$ cat src/rtl/recip_share_arbiter.sv
// Round-robin time-sharing of one integer reciprocal unit (y = floor(65536/x)) among NREQ requesters.
// Latency: req_ready to rsp_valid is CALC_CYC+1 cycles, or 1 cycle when x == 0 (saturated result).
// Backpressure: one operation in flight; rsp_valid/rsp_y held until rsp_ready[grant], new grants wait.
// Optional: define RECIP_SHARE_DIV0_FLAG_EN for rsp_div0 and per-requester div-by-zero counters.
module recip_share_arbiter #(
  parameter int NREQ     = 4,
  parameter int CALC_CYC = 1,
  parameter int XW       = 10,
  parameter int YW       = 18
) (
  input  logic              clk,
  input  logic              rst_n,
  input  logic [NREQ-1:0]   req_valid,
  input  logic [NREQ*XW-1:0] req_x,
  output logic [NREQ-1:0]   req_ready,
  output logic [NREQ-1:0]   rsp_valid,
  output logic [YW-1:0]     rsp_y,
  input  logic [NREQ-1:0]   rsp_ready,
  output logic              busy,
  output logic              recip_enb,
  output logic [XW-1:0]     recip_x,
  input  logic [YW-1:0]     recip_y
`ifdef RECIP_SHARE_DIV0_FLAG_EN
  ,
  output logic              rsp_div0,
  output logic [NREQ*8-1:0] div0_cnt
`endif
);

  localparam int IW = (NREQ > 1) ? $clog2(NREQ) : 1;
  localparam int CW = (CALC_CYC > 1) ? $clog2(CALC_CYC) : 1;

  typedef enum logic [1:0] {
    IDLE  = 2'd0,
    GRANT = 2'd1,
    CALC  = 2'd2,
    RESP  = 2'd3
  } state_t;

  state_t          state;
  logic [IW-1:0]   ptr;
  logic [IW-1:0]   grant_idx;
  logic [CW-1:0]   calc_cnt;

  logic            pick_vld;
  logic [IW-1:0]   pick_idx;
  logic [XW-1:0]   pick_x;
  logic [IW-1:0]   ptr_nxt;
  logic [IW:0]     cand_sum;

  // First valid requester at or after the pointer; scanning from the far end lets the nearest win.
  always_comb begin
    pick_vld = 1'b0;
    pick_idx = '0;
    cand_sum = '0;
    for (int i = NREQ - 1; i >= 0; i--) begin
      cand_sum = {1'b0, ptr} + (IW+1)'(i);
      if (cand_sum >= (IW+1)'(NREQ)) begin
        cand_sum = cand_sum - (IW+1)'(NREQ);
      end
      if (req_valid[cand_sum[IW-1:0]]) begin
        pick_vld = 1'b1;
        pick_idx = cand_sum[IW-1:0];
      end
    end
  end

  assign pick_x  = req_x[pick_idx*XW +: XW];
  assign ptr_nxt = (pick_idx == IW'(NREQ - 1)) ? '0 : pick_idx + 1'b1;

  // Accept strobe only exists in the GRANT cycle, so a requester that withdrew is simply passed over.
  assign req_ready = (state == GRANT && pick_vld) ? (NREQ'(1) << pick_idx) : '0;
  assign busy      = (state != IDLE);

  // Main sequencer: grant, hold the unit enabled for CALC_CYC cycles, then present the result.
  always_ff @(posedge clk or negedge rst_n) begin
    if (!rst_n) begin
      state     <= IDLE;
      ptr       <= '0;
      grant_idx <= '0;
      calc_cnt  <= '0;
      recip_enb <= 1'b0;
      recip_x   <= '0;
      rsp_valid <= '0;
      rsp_y     <= '0;
    end else begin
      case (state)
        IDLE: begin
          if (|req_valid) state <= GRANT;
        end
        GRANT: begin
          if (pick_vld) begin
            grant_idx <= pick_idx;
            recip_x   <= pick_x;
            ptr       <= ptr_nxt;
            calc_cnt  <= '0;
            if (pick_x != '0) begin
              recip_enb <= 1'b1;
              state     <= CALC;
            end else begin
              // Divide by zero never touches the unit; answer saturates.
              rsp_y     <= '1;
              rsp_valid <= NREQ'(1) << pick_idx;
              state     <= RESP;
            end
          end else begin
            state <= IDLE;
          end
        end
        CALC: begin
          if (calc_cnt == CW'(CALC_CYC - 1)) begin
            recip_enb <= 1'b0;
            rsp_y     <= recip_y;
            rsp_valid <= NREQ'(1) << grant_idx;
            state     <= RESP;
          end else begin
            calc_cnt <= calc_cnt + 1'b1;
          end
        end
        RESP: begin
          if (rsp_ready[grant_idx]) begin
            rsp_valid <= '0;
            state     <= IDLE;
          end
        end
        default: state <= IDLE;
      endcase
    end
  end

`ifdef RECIP_SHARE_DIV0_FLAG_EN
  logic [7:0] div0_q [NREQ];

  // Flag rides along with rsp_valid; per-requester counters stick at 255.
  always_ff @(posedge clk or negedge rst_n) begin
    if (!rst_n) begin
      rsp_div0 <= 1'b0;
      for (int i = 0; i < NREQ; i++) div0_q[i] <= '0;
    end else begin
      if (state == GRANT && pick_vld && pick_x == '0) begin
        rsp_div0 <= 1'b1;
        if (div0_q[pick_idx] != 8'hFF) div0_q[pick_idx] <= div0_q[pick_idx] + 8'd1;
      end else if (state == GRANT && pick_vld) begin
        rsp_div0 <= 1'b0;
      end else if (state == RESP && rsp_ready[grant_idx]) begin
        rsp_div0 <= 1'b0;
      end
    end
  end

  for (genvar g = 0; g < NREQ; g++) begin : g_div0
    assign div0_cnt[g*8 +: 8] = div0_q[g];
  end
`endif

endmodule
$ cat config.mk
export PLATFORM = sky130hd
export DESIGN_NAME = recip_share_arbiter
export DESIGN_NICKNAME = d
export VERILOG_FILES = /design/src/rtl/recip_share_arbiter.sv
export SDC_FILE = /design/constraint.sdc
export NUM_CORES = 1
export LEC_CHECK = 0
export BUFFER_PORTS_ARGS = -buffer_cell sky130_fd_sc_hd__buf_4
export CELL_PAD_IN_SITES_DETAIL_PLACEMENT = 1
export CELL_PAD_IN_SITES_GLOBAL_PLACEMENT = 1
export CORE_AREA = 2 2 86 88
export DETAILED_ROUTE_END_ITERATION = 16
export DIE_AREA = 0 0 88 90
export HOLD_SLACK_MARGIN = 0.06
export MAX_ROUTING_LAYER = met4
export PLACE_DENSITY_LB_ADDON = 0.1
export SLEW_MARGIN = 20
export SYNTH_ARGS = -nofsm -noshare
export SYNTH_HDL_FRONTEND = slang
export SYNTH_SLANG_ARGS = --single-unit
$ cat constraint.sdc
create_clock -name clk -period 5.4 [get_ports clk]
set_input_delay 0 -clock clk [delete_from_list [all_inputs] [get_ports clk]]
set_output_delay 0 -clock clk [all_outputs]
set_load 0.01 [all_outputs]
After elaboration in Yosys (flattened, before gate mapping)
Index checks and enable logic that the tools add are counted.
W data, S select, Z words.

cells by class
  bitwise gates (word level) = 0
  $lt $le $gt $ge = 9
  add/sub/neg operators = 9
  divide/modulo/power cells = 0
  shifts and indexed selects = 3
  eq/ne operators = 10
  reductions and logical operators = 13
  muxes and demuxes = 46
  multipliers = 1

operator list
  operator               count
  $mux W18               3
  $shiftx A40 B7 Y10     1
  $pmux W18 S2           1
  $mux W2                13
  $mux W4                5
  $lt A2 B3 Y1 const B   5
  $mux W1                15
  $pmux W4 S3            1
  $bmux W1 S2            5
  $ne A2 B2 Y1 const B   5
  $reduce_bool A10 Y1    1
  $ge A3 B3 Y1 const B   3
  $pmux W2 S4            1
  $reduce_and A4 Y1      2
  $shl A1 B2 Y4 const A  2
  $sub A2 B1 Y2 const B  4
  $add A2 B2 Y3 const B  2
  $eq A2 B2 Y1 const B   3
  $mul A2 B3 Y5 const B  1
  $reduce_and A5 Y1      1
  $pmux W1 S2            2
  $reduce_and A2 Y1      2
  $reduce_bool A2 Y1     2
  $reduce_or A4 Y1       1
  other kinds (10)       10

storage, ports and cells
  ROM bits = 0
  memories kept = 0
  bits in latches = 0
  register bits = 40
  bits in writable memories = 0

Depth between registers and ports, before layout
  depth in word-level cells = 15
  gate-level depth with buffers = 12
  gate-level depth less buffers = 9

Least setup slack after synthesis
Ideal clock, no wire load.

  path kind = reg-to-reg
  from = register ptr[0]
  to = register rsp_valid[0]
  setup slack = 2.812 ns
  buffers on the path = 4
  stages on the path, launching flop included = 13
  library setup time = 0.131 ns
  required time = 5.269 ns
  arrival = 2.457 ns
  cells stage by stage = dfrtp_1 > nor2b_1 > buf_6 > a211o_1 > buf_2 > and2_1 > buf_4 > clkinv_1 > o32ai_1 > and4_1 > buf_2 > a21oi_1 > or3b_1

on the way
  cells in the longest elaborated chain, start to end = 14

RTL lines
  element                                               line    text
  from (decl)                                           41      logic [IW-1:0] ptr;
  from (signal assigned)                                95      ptr <= ptr_nxt;
  $add A2 B2 Y3                                         57      cand_sum = {1'b0, ptr} + (IW+1)'(i);
  $ge A3 B3 Y1 / $sub A2 B1 Y2 (equally long branches)  58, 59
  $mux W2                                               58      if (cand_sum >= (IW+1)'(NREQ)) begin
  $bmux W1 S2                                           61      if (req_valid[cand_sum[IW-1:0]]) begin
  $mux W1 (implied by the code)                         61
  $mux W2 (3 in series)                                 61
  $mux W2 *                                             61
  via pick_idx[1]                                       46      logic [IW-1:0] pick_idx;
  $mul A2 B3 Y5                                         68      assign pick_x = req_x[pick_idx*XW +: XW];
  $shiftx A40 B7 Y10                                    68
  $reduce_bool A10 Y1                                   97      if (pick_x != '0) begin
  $ne A2 B2 Y1 (no source line)                         n/a
  $reduce_and A5 Y1 (no source line)                    n/a
  to (signal assigned)                                  103     rsp_valid <= NREQ'(1) << pick_idx;
  to (signal assigned)                                  114     rsp_valid <= NREQ'(1) << grant_idx;
  to (decl)                                             16      output logic [NREQ-1:0] rsp_valid,

The timed path passes the listed nets; every way through them passes the cells marked *. The select of a mux whose other input is x is not followed.
A chain may end at the register's enable or synchronous reset.

Worst setup path in the final report
  from = register ptr[0]
  to = register rsp_y[11]

on the way
  cells in the longest elaborated chain, start to end = 14

RTL lines
  element                                               line    text
  $add A2 B2 Y3                                         57
  $ge A3 B3 Y1 / $sub A2 B1 Y2 (equally long branches)  58, 59
  $mux W2                                               58
  $bmux W1 S2                                           61
  $mux W1 (implied by the code)                         61
  $mux W2 (4 in series)                                 61
  $mul A2 B3 Y5                                         68
  $shiftx A40 B7 Y10                                    68
  $reduce_bool A10 Y1                                   97
  $ne A2 B2 Y1 (no source line)                         n/a
  $reduce_and A4 Y1 (no source line) *                  n/a
  to (signal assigned)                                  113     rsp_y <= recip_y;
  to (decl)                                             17      output logic [YW-1:0] rsp_y,

Every way passes the cells marked *; elsewhere a longest branch is shown, timed or not. The select of a mux whose other input is x is not followed.

==> impl_metrics.tcl <==
set metrics [dict create \
    status "finished clean" \
    maxCapViolations 0 \
    grt_pass1_wl_mm 14.2 \
    synth_edf_count 0 \
    timing.fmax_mhz 256 \
    pwr-share-comb_pct 56.1 \
    wl_met1_mm 3.77 \
    cp-start-kind "flip-flop" \
    fin_crit_sh_pct 72.4 \
    wl_per_cell_um 16.7 \
    yosys-top-cells-area "dfrtp_1 38%, nor2_1 6.7%, nand2_1 6.2%" \
    required_ns 5.61 \
    post-route-min-period_ns 3.91 \
    vias 2753 \
    whs_endpoint "state[0]$_DFFE_PN0P_" \
    syn_inst 309 \
    fp.dieH_um 90 \
    synth_top_area_share_pct 38.5 \
    hp-start "req_valid[2]" \
    synth_nets 381 \
    ios 106 \
    timing.max_slew.rel_slack_pct 33.5 \
    p_per_area_nw_per_um2 507 \
    top_layer "met4" \
    synth_most_common_cell "nor2_1" \
    cp-end-kind "flip-flop" \
    setup_viol 0 \
    ys_seq_area_share_pct 38.5 \
    cts_root_buffer "clkbuf_8" \
    async_reset_ff_share_pct 100 \
    power_frac_clock_pct 13.9 \
    p_int_mw 1.03 \
    row_count 31 \
    finalHoldViolCount 0 \
    regToRegSetupSlack_ns 1.49 \
    path_max_fanout 18 \
    antenna_left 0 \
    hp-class "input port to flip-flop" \
    setup-tns-final_ns 0 \
    clk_pin_slew_worst_paths_ns 0.09 \
    met2WireLength_mm 4.44 \
    synth.ff_latch_count 39 \
    cts_tree "done" \
    routed_wl_mm 8.68 \
    h-tree-depth 2 \
    r2r-end "rsp_y[11]$_DFFE_PN0P_" \
    met3RoutedLength_um 361 \
    switching_power_mw 0.813 \
    grt.overflow.total 0 \
    nets 490 \
    peakVddDrop_mv 0.173 \
    clockBufferDepth 2 \
    clk_latency_ns 0.30 \
    die_w_um 88 \
    place_congestion 0.832 \
    critPathKind "flip-flop to flip-flop" \
    worst_pin_slew_ns 0.989 \
    drive_gt1_share_pct 30.3 \
    numCtsBuffers 5 \
    skew_ns 0.00860 \
    start_util_pct 36.1 \
    power.leakage_nw 1.71 \
    synth_ff_type "dfrtp_1" \
    grt_max_degree 40 \
    viasPerCell 5.31 \
    holdPathStages 3 \
    swShare_pct 44.1 \
    postLayoutCoreUtil_pct 51.7 \
    hpwl_mm 6.38 \
    yosys.area.top_type "dfrtp_1" \
    synth_area_per_cell_sq_um 8.21 \
    grt_pass1_vias 2822 \
    insertedDiodeCount 0 \
    port_buffers 105 \
    ff2ff_path_depth 8 \
    syn_to_final_growth_pct 43.1 \
    drtIter0Drc 108 \
    r2r_start "ptr[0]$_DFFE_PN0P_" \
    dr.pass1.iters 4 \
    rsz0062_at_grt "no" \
    drcViolationCount 0 \
    grt_usage_pct 23.4 \
    cp.arrival_ns 4.12 \
    coreArea_sq_um 7020 \
    die_area_sq_um 7920 \
    drv_slew 0 \
    synth-warning-count 0 \
    ys_types 45 \
    yosys-top-cells-count "45 x nor2_1, 42 x nand2_1, 39 x dfrtp_1" \
    synth_area_sq_um 2540 \
    clock-sinks 39 \
    p_seq_share_pct 30.1 \
    antenna_found_initial 0 \
]
-- worst max-delay path: stages, from the launching register on --
cell	delay, ns
dfrtp_1	0.40
nor2b_1	0.52
a211o_1	0.34
and2_1	0.40
clkinv_1	0.33
o32ai_1	0.44
and4_1	0.52
nand4_2	0.52
a21oi_1	0.35
-- metrics by stage --
step | instances | setup slack [ns] | hold WS (ns) | cell area [sq um] | power [mW]
5_1_grt | 518 | 1.10 | 0.108 | 3630 | 2.01
6_report | 518 | 1.49 | 0.0913 | 3630 | 1.84
2_1_floorplan | 309 | 2.81 | -0.296 | 2540 | 1.19
3_3_place_gp | 491 | 1.69 | 0.0148 | 3330 | 1.56
4_1_cts | 518 | 1.49 | 0.0839 | 3630 | 1.86
3_5_place_dp | 491 | 1.54 | 0.0197 | 3330 | 1.58
-- metal layers --
layer	up-vias	global-route usage, %
li1	1325	-
met3	10	3.03
met5	-	-
met4	0	5.26
met1	1331	29.6
met2	87	39.4
-- timing repair --
item,in CTS,in global routing
resized for setup,0,0
hold endpoints to repair,57,0
buffers inserted,0,0
endpoints found under the setup margin,0,0
hold buffers,19,0
-- layout make-up --
| cell class | count | area, sq um |
|---|---|---|
| Fill cell | 868 | 3390 |
| Multi-Input combinational cell | 243 | 1410 |
| Timing Repair Buffer | 126 | 993 |
| Sequential cell | 39 | 976 |
| Tap cell | 99 | 124 |
| Clock buffer | 5 | 68.8 |
| Clock inverter | 3 | 43.8 |
| Inverter | 3 | 11.3 |
-- sequential cells by signal (all words and copies together) (netlist names), named ones only --
signal / count
rsp_valid: 4
recip_x: 10
state: 1
rsp_y: 18
recip_enb: 1
ptr: 2
grant_idx: 2
-- kinds of logic after synthesis --
kind of cell / count (synthesis) / synth area share (%)
AO/OA/AOI/OAI: 76 / 20.6
adder cells (fa/ha/maj): 4 / 1.97
buffers and inverters: 27 / 5.82
flip-flops: 39 / 38.5
multiplexers: 2 / 0.838
AND/OR/NAND/NOR: 161 / 32.3
-- power by group through the flow --
stage / logic [mW] / clock network [mW] / registers, mW
5_1_grt: 1.16 / 0.272 / 0.577
3_3_place_gp: 1.00 / 0 / 0.555
3_5_place_dp: 1.03 / 0 / 0.558
6_report: 1.03 / 0.255 / 0.554
2_1_floorplan: 0.618 / 0 / 0.572
4_1_cts: 1.04 / 0.260 / 0.552
-- worst max-delay path by stage --
stage,from,end,slack [ns],depth (start not counted)
floorplan,ptr[0]$_DFFE_PN0P_,rsp_valid[0]$_DFFE_PN0P_,2.81,12
global placement,ptr[1]$_DFFE_PN0P_,rsp_y[13]$_DFFE_PN0P_,1.69,6
detailed placement,ptr[1]$_DFFE_PN0P_,rsp_y[2]$_DFFE_PN0P_,1.54,6
CTS,ptr[1]$_DFFE_PN0P_,rsp_y[2]$_DFFE_PN0P_,1.49,6
global route,ptr[1]$_DFFE_PN0P_,rsp_y[11]$_DFFE_PN0P_,1.10,6
finish,ptr[0]$_DFFE_PN0P_,rsp_y[11]$_DFFE_PN0P_,1.49,8
-- placed cells by master, fill, tap and decap left out, types with 5 or more instances in the layout --
cell           instances
nand3_1               11
nor2b_1                7
buf_4                107
nand2_1               42
nor4_1                 9
a32oi_1                5
nand4_1                5
o21ai_1                5
nor3b_1                8
and3_1                12
a211o_1                5
clkbuf_8               5
nor2_1                45
dfrtp_1               39
and2_1                 5
dlygate4sd3_1         19
o21ai_0                6
a21oi_1               30
Note: power is estimated with default switching activity, not from simulation.
